File: config.mk
export PLATFORM = sky130hd
export DESIGN_NAME = mac_accumulator
export DESIGN_NICKNAME = d
export VERILOG_FILES = /design/src/rtl/mac_pkg.sv /design/src/rtl/conv_timer.sv /design/src/rtl/mac_accumulator.sv
export SDC_FILE = /design/constraint.sdc
export NUM_CORES = 1
export LEC_CHECK = 0
export BUFFER_PORTS_ARGS = -buffer_cell sky130_fd_sc_hd__buf_2
export CORE_MARGIN = 4
export CORE_UTILIZATION = 40
export DETAILED_ROUTE_END_ITERATION = 6
export GPL_TIMING_DRIVEN = 1
export PLACE_DENSITY = 0.6
export SYNTH_ARGS = -nofsm -noshare
export SYNTH_HDL_FRONTEND = slang
export SYNTH_HIERARCHICAL = 1
export SYNTH_SLANG_ARGS = --single-unit
File: constraint.sdc
create_clock -name clk -period 2 [get_ports clk]
set_input_delay 0.3 -clock clk [delete_from_list [all_inputs] [get_ports clk]]
set_output_delay 0.3 -clock clk [all_outputs]
set_load 0.01 [all_outputs]
File: src/rtl/mac_pkg.sv
// Shared constants for the time-domain MAC accumulator: defaults, field widths
// and FSM state encodings.
package mac_pkg;

    localparam int unsigned CONV_CYC_DEF = 4;
    localparam int unsigned ACC_W_DEF    = 10;

    localparam int unsigned LEN_W   = 4;
    localparam int unsigned PROD_W  = 8;
    localparam int unsigned CNT_W   = 4;
    localparam int unsigned STATE_W = 2;

    localparam logic [STATE_W-1:0] ST_IDLE = 2'd0;
    localparam logic [STATE_W-1:0] ST_CONV = 2'd1;
    localparam logic [STATE_W-1:0] ST_DONE = 2'd2;

endpackage

File: src/rtl/conv_timer.sv
// Per-conversion cycle counter: counts 0..CONV_CYC-1 while enabled and flags
// the last cycle of each conversion with a combinational wrap pulse.
module conv_timer
    import mac_pkg::*;
#(
    parameter int unsigned CONV_CYC = CONV_CYC_DEF
) (
    input  logic clk,
    input  logic rst_n,
    input  logic i_en,
    output logic o_wrap_c
);

    localparam logic [CNT_W-1:0] LAST_CNT = CNT_W'(CONV_CYC - 1);

    logic [CNT_W-1:0] r_count;

    assign o_wrap_c = i_en && (r_count == LAST_CNT);

    // Held at zero while disabled so every CONV entry starts a fresh conversion
    always_ff @(posedge clk or negedge rst_n) begin
        if (!rst_n) begin
            r_count <= '0;
        end else if (!i_en || o_wrap_c) begin
            r_count <= '0;
        end else begin
            r_count <= r_count + CNT_W'(1);
        end
    end

endmodule

File: src/rtl/mac_accumulator.sv
// Frame accumulator for a time-domain multiply-add front end: launches one
// conversion per product, sums the returned codes with saturation, and holds
// the result under a valid/ready handshake.
module mac_accumulator
    import mac_pkg::*;
#(
    parameter int unsigned CONV_CYC = CONV_CYC_DEF,
    parameter int unsigned ACC_W    = ACC_W_DEF
) (
    input  logic              clk,
    input  logic              rst,
    input  logic              start,
    input  logic [LEN_W-1:0]  len,
    input  logic [PROD_W-1:0] prod,
    output logic              conv_strobe,
    output logic              busy,
    output logic [ACC_W-1:0]  acc,
    output logic              sat,
    output logic              acc_valid,
    input  logic              acc_ready
);

    logic [STATE_W-1:0] r_state;
    logic [LEN_W-1:0]   r_rem;
    logic [ACC_W-1:0]   r_acc;
    logic               r_sat;
    logic               r_valid;
    logic               r_strobe;
    logic               r_busy;

    logic [STATE_W-1:0] w_state_nxt;
    logic [LEN_W-1:0]   w_rem_nxt;
    logic [ACC_W-1:0]   w_acc_nxt;
    logic               w_sat_nxt;
    logic               w_valid_nxt;
    logic               w_strobe_nxt;
    logic               w_busy_nxt;
    logic               w_timer_en;
    logic               w_wrap_c;
    logic [ACC_W:0]     w_sum;

    assign w_timer_en = (r_state == ST_CONV);
    assign w_sum      = (ACC_W+1)'(r_acc) + (ACC_W+1)'(prod);

    conv_timer #(
        .CONV_CYC (CONV_CYC)
    ) u_conv_timer (
        .clk      (clk),
        .rst_n    (rst),
        .i_en     (w_timer_en),
        .o_wrap_c (w_wrap_c)
    );

    // State and output registers
    always_ff @(posedge clk or negedge rst) begin
        if (!rst) begin
            r_state  <= ST_IDLE;
            r_rem    <= '0;
            r_acc    <= '0;
            r_sat    <= 1'b0;
            r_valid  <= 1'b0;
            r_strobe <= 1'b0;
            r_busy   <= 1'b0;
        end else begin
            r_state  <= w_state_nxt;
            r_rem    <= w_rem_nxt;
            r_acc    <= w_acc_nxt;
            r_sat    <= w_sat_nxt;
            r_valid  <= w_valid_nxt;
            r_strobe <= w_strobe_nxt;
            r_busy   <= w_busy_nxt;
        end
    end

    // Next-state logic; the strobe is registered one cycle early so it lands on counter=0
    always_comb begin
        w_state_nxt  = r_state;
        w_rem_nxt    = r_rem;
        w_acc_nxt    = r_acc;
        w_sat_nxt    = r_sat;
        w_strobe_nxt = 1'b0;

        case (r_state)
            ST_IDLE: begin
                if (start) begin
                    w_rem_nxt = len;
                    w_acc_nxt = '0;
                    w_sat_nxt = 1'b0;
                    if (len == '0) begin
                        w_state_nxt = ST_DONE;
                    end else begin
                        w_state_nxt  = ST_CONV;
                        w_strobe_nxt = 1'b1;
                    end
                end
            end
            ST_CONV: begin
                if (w_wrap_c) begin
                    if (w_sum[ACC_W]) begin
                        w_acc_nxt = '1;
                        w_sat_nxt = 1'b1;
                    end else begin
                        w_acc_nxt = w_sum[ACC_W-1:0];
                    end
                    w_rem_nxt = r_rem - LEN_W'(1);
                    if (r_rem == LEN_W'(1)) begin
                        w_state_nxt = ST_DONE;
                    end else begin
                        w_strobe_nxt = 1'b1;
                    end
                end
            end
            ST_DONE: begin
                if (acc_ready) begin
                    w_state_nxt = ST_IDLE;
                end
            end
            default: begin
                w_state_nxt = ST_IDLE;
            end
        endcase

        w_valid_nxt = (w_state_nxt == ST_DONE);
        w_busy_nxt  = (w_state_nxt != ST_IDLE);
    end

    assign conv_strobe = r_strobe;
    assign busy        = r_busy;
    assign acc         = r_acc;
    assign sat         = r_sat;
    assign acc_valid   = r_valid;

endmodule

== After elaboration in Yosys (flattened, before gate mapping) ==
Cells that the tools add are included.
Widths: inputs -> output; s select.

* Add/sub/neg operators: 3
* Equal/unequal tests: 8
* Multiplexer cells: 23
* Reduce and logical (&&, ||, !) cells: 9

{| class="wikitable"
|+ Operators by type and width
! cell !! number
|-
| $mux 10 || 3
|-
| $pmux 10 s2 || 1
|-
| $mux 4 || 3
|-
| $add 10x8->11 || 1
|-
| $mux 2 || 5
|-
| $pmux 4 s2 || 1
|-
| $mux 1 || 7
|-
| $ne 2x2->1 const B || 3
|-
| $pmux 2 s3 || 1
|-
| $add 4x1->4 const B || 1
|-
| $eq 2x2->1 const B || 2
|-
| $eq 4x1->1 const B || 1
|-
| $eq 4x2->1 const B || 1
|-
| $logic_not 4->1 || 1
|-
| $pmux 1 s2 || 2
|-
| $reduce_and 4->1 || 1
|-
| $reduce_bool 2->1 || 2
|-
| $sub 4x1->4 const B || 1
|-
| $reduce_and 3->1 || 1
|-
| $eq 2x1->1 const B || 1
|-
| $logic_not 2->1 || 1
|-
| $logic_and 1x1->1 || 1
|-
| $logic_not 1->1 || 1
|-
| $logic_or 1x1->1 || 1
|}

* Register bits: 24
* Input port bits: 16
* Logic and storage cells: 51

== Depth between registers and ports, before layout ==
Gate-level depths: netlist of run 1.

* Depth after elaboration: 5
* Depth in mapped cells: 10

== Cells and area by module ==
Netlist of run 1, hierarchy kept.

{| class="wikitable"
|+ Modules (own cells, without submodules)
! module !! instances !! cells an instance !! area an instance (um2)
|-
| mac_accumulator || 1 || 148 || 1,305.0
|-
| conv_timer || 1 || 16 || 195.2
|}

== Worst setup path after synthesis of run 1 ==
OpenSTA, ideal clock, no wires.

* Path kind: flip-flop to flip-flop
* Start point: register r_state[1]
* End point: register r_acc[8] (netlist: acc[8])
* Library setup time: 0.127 ns
* Arrival: 1.758 ns
* Setup slack: 0.115 ns
* Cell stages (with the launch flop): 10
* Path buffers: 2
* Clock period less this slack: 1.885 ns
* Cell sequence: dfrtp_1 > nand2b_1 > clkbuf_1 > inv_1 > and2_2 > mux2i_1 > or2_1 > buf_2 > nor4bb_1 > nor3_1

* Word-level cells in the longest chain between the ends: 4

{| class="wikitable"
|+ RTL lines
! element !! line !! source
|-
| from (decl) || mac_accumulator.sv:23 || <nowiki>logic [STATE_W-1:0] r_state;</nowiki>
|-
| from (signal assigned) || mac_accumulator.sv:65 || <nowiki>r_state <= w_state_nxt;</nowiki>
|-
| $eq 2x1->1 || mac_accumulator.sv:42 || <nowiki>assign w_timer_en = (r_state == ST_CONV);</nowiki>
|-
| $logic_and 1x1->1 || conv_timer.sv:18 || <nowiki>assign o_wrap_c = i_en && (r_count == LAST_CNT);</nowiki>
|-
| net w_wrap_c || mac_accumulator.sv:39 || <nowiki>logic w_wrap_c;</nowiki>
|-
| $ne 2x2->1 (no line) || -- ||
|-
| $reduce_and 3->1 (no line) || -- ||
|-
| to (signal assigned) || mac_accumulator.sv:67 || <nowiki>r_acc <= w_acc_nxt;</nowiki>
|-
| to (decl) || mac_accumulator.sv:25 || <nowiki>logic [ACC_W-1:0] r_acc;</nowiki>
|}

The timed path passes the listed nets, and every way through them passes these cells.
A chain may end at the register's enable or synchronous reset.

== Worst setup path after layout of run 1 ==
* Start point: register r_acc[0] (netlist: acc[0])
* End point: register r_acc[6] (netlist: acc[6])

* Word-level cells in the longest chain between the ends: 4

{| class="wikitable"
|+ RTL lines
! element !! line !! source
|-
| $add 10x8->11 || mac_accumulator.sv:43 || <nowiki>assign w_sum = (ACC_W+1)'(r_acc) + (ACC_W+1)'(prod);</nowiki>
|-
| $mux 10 || mac_accumulator.sv:99 || <nowiki>if (w_sum[ACC_W]) begin</nowiki>
|-
| $mux 10 || mac_accumulator.sv:98 || <nowiki>if (w_wrap_c) begin</nowiki>
|-
| $pmux 10 s2 || mac_accumulator.sv:83 || <nowiki>case (r_state)</nowiki>
|}

Every way passes these cells. The select of a mux whose other input is x is not followed.

==> impl_metrics.env, run 1 <==
export IMPL_status="finished, final reports clean"
export IMPL_wl_um=3260
export IMPL_vias=1284
export IMPL_setup_tns_ns=0
export IMPL_finalCritPeriodShare_pct=92.7
export IMPL_synthTopCellsByCount="nand2_1 (26), dfrtp_1 (24), a21oi_1 (17)"
export IMPL_die_height_um=69.2
export IMPL_synth_top_cell_area_share_pct=40.0
export IMPL_via_per_inst=5.22
export IMPL_drtAntennaViolNets=0
export IMPL_synthMostInstantiatedCell="nand2_1"
export IMPL_io_buffers=29
export IMPL_crit_arrival_ns=2.04
export IMPL_wire_per_inst_um=13.3
export IMPL_path_clk_slew_ns=0.08
export IMPL_async_flop_share_pct=100
export IMPL_gr_usage_all_layers_pct=14.5
export IMPL_clock_fmax_mhz=539
export IMPL_fin_area_sq_um=1810
export IMPL_dpl_hpwl_um=2570
export IMPL_ys_types=47
export IMPL_placed_area_sq_um=1720
export IMPL_ir_drop_mv=0.642
export IMPL_p_leak_nw=0.930
export IMPL_route_detailed_drc=0
export IMPL_ctsLongestPathBuffers=2
export IMPL_diodes=0
export IMPL_worst_path_buf_inv=0
export IMPL_max_slew_margin_pct=64.0
export IMPL_cts_tree="yes"
export IMPL_synthFlopType="dfrtp_1"
export IMPL_yosys_register_bits=24
export IMPL_grt_setup_unrepaired="false"
export IMPL_start_util_pct=43.3
export IMPL_synth_enable_flop_cells=0
export IMPL_p_per_area_nw_per_um2=1230
export IMPL_skew_ns=0.00383
export IMPL_hold_slack_ns=0.00627
export IMPL_io_pins=30
export IMPL_synth_nets=192
export IMPL_min_path_type="input pin to async pin"
export IMPL_grt_max_degree=25
export IMPL_drv_cap=0
export IMPL_cp_top_family="adder cells"
export IMPL_worst_setup_path_end_kind="register"
export IMPL_crit_chain="ha_1, fa_1, nand3_1, and2_1, o21ai_0, xnor2_1, o211ai_1"
export IMPL_yosys_area_top_type="dfrtp_1"
export IMPL_drtIter0Drc=69
export IMPL_min_period_ns=1.85
export IMPL_placed_cells=241
export IMPL_n_fill_cell=341
export IMPL_overflow=0
export IMPL_start_kind="register"
export IMPL_cp_max_fo=3
export IMPL_stdcell_count=246
export IMPL_cp_required_ns=2.19
export IMPL_rows=21
export IMPL_timing_critical_path_slowest_stage_cell="fa_1"
export IMPL_synth_area_leaders="dfrtp_1 (40%), ha_1 (9.2%), nand2_1 (6.5%), a21oi_1 (5.7%), mux2i_1 (2.7%)"
export IMPL_die_area_sq_um=4790
export IMPL_fp_dieW_um=69.2
export IMPL_h_tree_depth=1
export IMPL_hold_buffers=0
export IMPL_gp_congestion=0.852
export IMPL_drive_gt1_share_pct=26.0
export IMPL_clock_latency_ns=0.26
export IMPL_grt_pass1_vias=1313
export IMPL_synth_seq_area_share_pct=40.0
export IMPL_avgSynthCellArea_sq_um=9.15
export IMPL_syn2layout_area_growth_pct=20.9
export IMPL_cts_num_sinks=24
export IMPL_numCtsBuffers=3
export IMPL_setup_viol=0
export IMPL_power_mw=2.24
export IMPL_syn_cell_area_sq_um=1500
export IMPL_antenna_found_initial=0
export IMPL_crit_type="register to register"
export IMPL_cts_root_buf="clkbuf_8"
export IMPL_syn_inst=164
export IMPL_grt_first_pass_wirelength_um=5820
export IMPL_core_area_sq_um=3470
export IMPL_slowest_delay_ns=0.41
export IMPL_worst_pin_slew_ns=0.540
export IMPL_final_nets=229
export IMPL_final_hold_violation_count=0
export IMPL_report_final_slew_viol_count=0
export IMPL_ys_warn_count=6
export IMPL_firstDrtPassIters=4
path summary, 6_finish.rpt:
check                                                       start                                 to  slack, ns  depth (start not counted)
worst max-delay path                           acc[0]$_DFFE_PN0P_                 acc[6]$_DFFE_PN0P_       0.15                          7
worst min-delay path                                          rst                 acc[4]$_DFFE_PN0P_      0.006                          1
worst max register to register                 acc[0]$_DFFE_PN0P_                 acc[6]$_DFFE_PN0P_       0.15                          7
worst min register to register  u_conv_timer/r_count[0]$_DFF_PN0_  u_conv_timer/r_count[0]$_DFF_PN0_       0.47                          1
max in group asynchronous                                     rst                 acc[1]$_DFFE_PN0P_       1.63                          1
min in group clk                                           len[0]               r_rem[0]$_DFFE_PN0P_       0.29                          3
report_power, final:
| part | total, mW | internal (mW) | leakage (nW) | switching (mW) |
|---|---|---|---|---|
| clock | 0.324 | 0.176 | 0.0288 | 0.149 |
| combinational | 1.16 | 0.529 | 0.591 | 0.628 |
| sequential | 0.755 | 0.639 | 0.311 | 0.116 |
| total | 2.24 | 1.34 | 0.930 | 0.893 |
stage by stage:
| step | utilization (%) | setup WS (ns) |
|---|---|---|
| 3_5_place_dp | 49.7 | 0.0641 |
| 2_1_floorplan | - | 0.115 |
| 4_1_cts | 51.3 | 0.0429 |
| 5_1_grt | 52.3 | 0.00400 |
| 3_3_place_gp | 49.7 | 0.128 |
| 6_report | 52.3 | 0.146 |
cell families after synthesis:
group	after synthesis	synth area share [%]
AOI/OAI and AO/OA	44	18.1
xor gates and xnor gates	4	2.34
adders and majority gates	12	10.5
buffers and inverters	10	3.17
DFF	24	40.0
muxes	4	2.67
and+or+nand+nor	66	23.2
per-layer routing:
layer  routed length, um  track usage [%]  vias up  part of all wire (%)
met5                   0                0        -                     0
met4                  16             2.60        0                  0.49
met3                 127             3.62        2                   3.9
met2                1520             24.0       25                    46
met1                1600             19.2      603                    49
li1                    -                -      654                     -
placed cells by master (no fill, tap or decap), types with 4 or more instances in the layout:
cell / count
dfrtp_1: 24
nor3_1: 4
inv_1: 6
a21oi_1: 17
nand2_1: 26
nor2_1: 6
nand3_1: 6
ha_1: 11
o21ai_0: 7
o21ai_1: 5
buf_2: 29
clkbuf_8: 4
mux2i_1: 4
buf_4: 7
flip-flops by register name, summed over array words and instances (netlist names):
signal,cells
acc,10
acc_valid,1
busy,1
conv_strobe,1
r_rem,4
r_state,2
sat,1
u_conv_timer/r_count,4
cell type report:
type / count / area [sq um] / area share (%)
multi-input combinational: 130 / 880 / 48.5
sequential: 24 / 601 / 33.1
timing repair buffer: 36 / 198 / 10.9
tap: 46 / 57.6 / 3.17
inverter: 6 / 22.5 / 1.24
clock buffer: 4 / 55.1 / 3.04
timing repair:
action,4_1_cts,5_1_grt
setup buffers,0,1
gates resized for setup,0,6
setup endpoints to repair,0,13
Note: power is estimated with default switching activity, not from simulation.
==> inputs of run 2 (changes only) <==
- SETUP_SLACK_MARGIN: unset -> 0.4
- TNS_END_PERCENT: unset -> 5
==> impl_metrics.env, run 2 (synthesis results as in run 1) <==
export IMPL_status="finished, final reports clean"
export IMPL_die_height_um=69.2
export IMPL_crit_arrival_ns=1.94
export IMPL_grt_max_degree=25
export IMPL_start_util_pct=43.3
export IMPL_layout_cells_most_common="buf_2"
export IMPL_p_leak_nw=0.920
export IMPL_cts_tree="yes"
export IMPL_min_period_ns=1.80
export IMPL_p_per_area_nw_per_um2=1220
export IMPL_setup_tns_ns=0
export IMPL_gr_usage_all_layers_pct=14.1
export IMPL_wire_per_inst_um=13.3
export IMPL_start_kind="register"
export IMPL_core_area_sq_um=3470
export IMPL_grt_first_pass_wirelength_um=5670
export IMPL_path_clk_slew_ns=0.08
export IMPL_grt_pass1_vias=1298
export IMPL_min_path_type="input pin to async pin"
export IMPL_finalCritPeriodShare_pct=89.9
export IMPL_cp_max_fo=3
export IMPL_numCtsBuffers=3
export IMPL_dpl_hpwl_um=2500
export IMPL_cts_num_sinks=24
export IMPL_worst_setup_path_end_kind="register"
export IMPL_io_pins=30
export IMPL_drtAntennaViolNets=0
export IMPL_drtIter0Drc=49
export IMPL_n_fill_cell=332
export IMPL_final_nets=229
export IMPL_drv_cap=0
export IMPL_r2r_cells=7
export IMPL_ir_drop_mv=0.670
export IMPL_clock_fmax_mhz=556
export IMPL_cp_required_ns=2.14
export IMPL_firstDrtPassIters=4
export IMPL_io_buffers=29
export IMPL_drive_gt1_share_pct=31.2
export IMPL_cp_startpoint="acc[0]$_DFFE_PN0P_"
export IMPL_r2r_start="acc[0]$_DFFE_PN0P_"
export IMPL_report_final_slew_viol_count=0
export IMPL_hold_buffers=0
export IMPL_skew_ns=0.00233
export IMPL_via_per_inst=5.31
export IMPL_worst_pin_slew_ns=0.533
export IMPL_fp_dieW_um=69.2
export IMPL_setup_viol=0
export IMPL_antenna_found_initial=0
export IMPL_syn2layout_area_growth_pct=25.4
export IMPL_finalCoreUtilization_pct=54.3
export IMPL_final_cell_mix="buf_2 (29), nand2_1 (25), dfrtp_1 (23), a21oi_1 (16)"
export IMPL_cts_root_buf="clkbuf_8"
export IMPL_overflow=0
export IMPL_grt_setup_unrepaired="true"
export IMPL_diodes=0
export IMPL_final_hold_violation_count=0
export IMPL_clock_latency_ns=0.26
export IMPL_largest_reg_flops=10
export IMPL_gp_congestion=0.832
export IMPL_vias=1301
export IMPL_wl_um=3270
export IMPL_crit_type="register to register"
export IMPL_rows=21
export IMPL_route_detailed_drc=0
export IMPL_dp_slack_ns=0.0329
export IMPL_max_slew_margin_pct=64.5
export IMPL_setup_ws_ns=0.202
export IMPL_die_area_sq_um=4790
export IMPL_h_tree_depth=1
export IMPL_ctsLongestPathBuffers=2
run 2: changes by cell type in the layout (fill, tap and decap cells not counted), sizes merged:
| cell | delta |
|---|---|
| clkbuf | -1 |
run 2: report_power, final:
part           switching, mW  total, mW  internal (mW)
Combinational          0.651       1.25          0.598
Clock                  0.143      0.277          0.134
Sequential             0.133      0.774          0.641
Total                  0.927       2.30           1.37
run 2: path summary, 6_finish.rpt:
check / end / slack (ns)
worst max-delay path: acc[6]$_DFFE_PN0P_ / 0.20
worst min-delay path: acc[6]$_DFFE_PN0P_ / 0.01
worst max register to register: acc[6]$_DFFE_PN0P_ / 0.20
worst min register to register: sat$_DFFE_PN0P_ / 0.51
max in group asynchronous: acc[1]$_DFFE_PN0P_ / 1.61
min in group clk: r_rem[0]$_DFFE_PN0P_ / 0.28
run 2: what timing repair did:
action,4_1_cts,5_1_grt
endpoints found under the setup margin,18,18
pin swaps,3,3
setup buffers,3,0
cloned,0,0
gates resized for setup,16,1
run 2: area by class of cell:
cell class | count | area [sq um] | share of cell area (%)
multi-input cells | 130 | 958 | 50.9
repair buffers | 36 | 198 | 10.5
flip-flops and latches | 24 | 602 | 32.0
inverters | 6 | 25.0 | 1.33
clock buffers | 3 | 41.3 | 2.19
well taps | 46 | 57.6 | 3.06
run 2: worst max-delay path, stage by stage (launching register included):
cell and delay [ns]:
dfrtp_1 0.41, ha_4 0.19, fa_2 0.35, nand3_1 0.12
and2_1 0.17, o21ai_0 0.12, xnor2_1 0.21, o211ai_1 0.10
run 2: per-layer routing:
layer,routed length (um),vias to the layer above,track usage [%]
met3,147,2,3.77
li1,-,651,-
met4,16,0,2.60
met2,1600,20,25.1
met5,0,-,0
met1,1500,628,17.1
run 2: stage by stage:
stage | instances | instance area (sq um) | power [mW] | hold slack, ns
3_3_place_gp | 239 | 1730 | 1.87 | 0.317
5_1_grt | 245 | 1880 | 2.50 | 0.0523
4_1_cts | 245 | 1880 | 2.30 | 0.0289
3_5_place_dp | 239 | 1730 | 1.89 | 0.316
6_report | 245 | 1880 | 2.30 | 0.0119
2_1_floorplan | 164 | 1540 | 1.62 | 0.00441
==> inputs of run 3 (changes only) <==
- REMOVE_ABC_BUFFERS: unset -> 1
==> impl_metrics.env, run 3 (synthesis results as in run 1) <==
export IMPL_status="finished, final reports clean"
export IMPL_clock_fmax_mhz=559
export IMPL_dpl_hpwl_um=2590
export IMPL_layout_cells_most_common="buf_2"
export IMPL_crit_type="register to register"
export IMPL_setup_viol=0
export IMPL_cp_required_ns=2.15
export IMPL_gr_usage_all_layers_pct=16.3
export IMPL_largest_reg_flops=10
export IMPL_cts_num_sinks=24
export IMPL_placed_area_sq_um=1730
export IMPL_fp_dieW_um=69.2
export IMPL_grt_pass1_vias=1477
export IMPL_min_path_type="input pin to async pin"
export IMPL_cts_root_buf="clkbuf_8"
export IMPL_start_util_pct=43.3
export IMPL_timing_critical_path_slowest_stage_cell="dfrtp_1"
export IMPL_grt_setup_unrepaired="true"
export IMPL_overflow=0
export IMPL_min_period_ns=1.79
export IMPL_worst_setup_path_end_kind="register"
export IMPL_worst_pin_slew_ns=0.552
export IMPL_path_clk_slew_ns=0.08
export IMPL_hold_buffers=0
export IMPL_syn2layout_area_growth_pct=36.4
export IMPL_fin_area_sq_um=2050
export IMPL_worst_path_buf_inv=0
export IMPL_drive_gt1_share_pct=38.3
export IMPL_grt_max_degree=25
export IMPL_cp_max_fo=2
export IMPL_grt_first_pass_wirelength_um=6450
export IMPL_crit_chain="ha_4, a211oi_4, nor3_2, o32ai_2, mux2i_1, nand3_1"
export IMPL_final_nets=238
export IMPL_finalCritPeriodShare_pct=89.4
export IMPL_die_height_um=69.2
export IMPL_die_area_sq_um=4790
export IMPL_finalCoreUtilization_pct=59.0
export IMPL_diodes=0
export IMPL_io_pins=30
export IMPL_io_buffers=29
export IMPL_vias=1353
export IMPL_rows=21
export IMPL_skew_ns=0.00265
export IMPL_cp_top_family="compound AO/OA/AOI/OAI gates"
export IMPL_wire_per_inst_um=14.8
export IMPL_ctsLongestPathBuffers=2
export IMPL_report_final_slew_viol_count=0
export IMPL_final_cell_mix="buf_2 (29), nand2_1 (23), dfrtp_1 (23), a21oi_1 (15), buf_4 (14)"
export IMPL_cts_tree="yes"
export IMPL_slowest_delay_ns=0.42
export IMPL_max_slew_margin_pct=63.2
export IMPL_via_per_inst=5.31
export IMPL_start_kind="register"
export IMPL_antenna_found_initial=0
export IMPL_power_mw=2.60
export IMPL_ir_drop_mv=0.596
export IMPL_p_per_area_nw_per_um2=1270
export IMPL_core_area_sq_um=3470
export IMPL_gp_congestion=0.815
export IMPL_drtIter0Drc=55
export IMPL_clock_latency_ns=0.27
export IMPL_route_detailed_drc=0
export IMPL_final_hold_violation_count=0
export IMPL_numCtsBuffers=3
export IMPL_p_leak_nw=0.980
export IMPL_crit_arrival_ns=1.94
export IMPL_firstDrtPassIters=4
export IMPL_setup_tns_ns=0
export IMPL_drtAntennaViolNets=0
export IMPL_wl_um=3780
export IMPL_h_tree_depth=1
export IMPL_drv_cap=0
[run 3: cell count changes in the layout (fill, tap and decap cells not counted), sizes merged]
cell and delta:
buf +9, clkbuf +1
[run 3: report_power, final]
group	switching [mW]	internal (mW)	total, mW
logic	0.737	0.749	1.49
registers	0.142	0.640	0.782
clock network	0.151	0.176	0.326
total	1.03	1.57	2.60
[run 3: worst register-to-register path, delay by kind of cell, from the launching register on]
kind            cells  cell delay [ns]
flops               1             0.42
fa+ha+maj           1             0.24
compound gates      2             0.60
simple gates        2             0.19
mux                 1             0.23
[run 3: path summary, 6_finish.rpt]
path                                      start              endpoint  slack, ns  cells past startpoint
min in group clk                         len[0]  r_rem[0]$_DFFE_PN0P_       0.27                      3
setup reg to reg             acc[1]$_DFFE_PN0P_    acc[7]$_DFFE_PN0P_       0.21                      6
hold reg to reg            r_rem[1]$_DFFE_PN0P_  r_rem[1]$_DFFE_PN0P_       0.52                      2
setup / recovery             acc[1]$_DFFE_PN0P_    acc[7]$_DFFE_PN0P_       0.21                      6
hold / removal                              rst    acc[4]$_DFFE_PN0P_       0.01                      1
max in group asynchronous                   rst    acc[3]$_DFFE_PN0P_       1.60                      1
[run 3: timing repair]
item	in CTS	in global routing
setup buffers	9	0
endpoints found under the setup margin	18	18
pin swaps	8	2
resized for setup	29	10
[run 3: layout make-up]
type,count,area (sq um)
clock buffer,4,55.1
fill,318,1420
inverter,6,22.5
multi-input combinational,130,1040
sequential,24,602
tap,46,57.6
timing repair buffer,45,273
[run 3: routing by layer]
metal,up-vias,GRT usage [%],wire length [um]
li1,670,-,-
met2,36,28.4,1880
met4,0,8.24,109
met5,-,0,0
met1,634,19.1,1650
met3,13,2.90,141
[run 3: through the flow]
step / cells / setup slack, ns / hold slack (ns)
after floorplan: 160 / 0.0107 / 0.00441
after global placement: 242 / 0.0936 / 0.312
after detailed placement: 242 / 0.0431 / 0.321
after CTS: 255 / 0.239 / 0.0261
after global routing: 255 / 0.126 / 0.0435
final: 255 / 0.212 / 0.0105
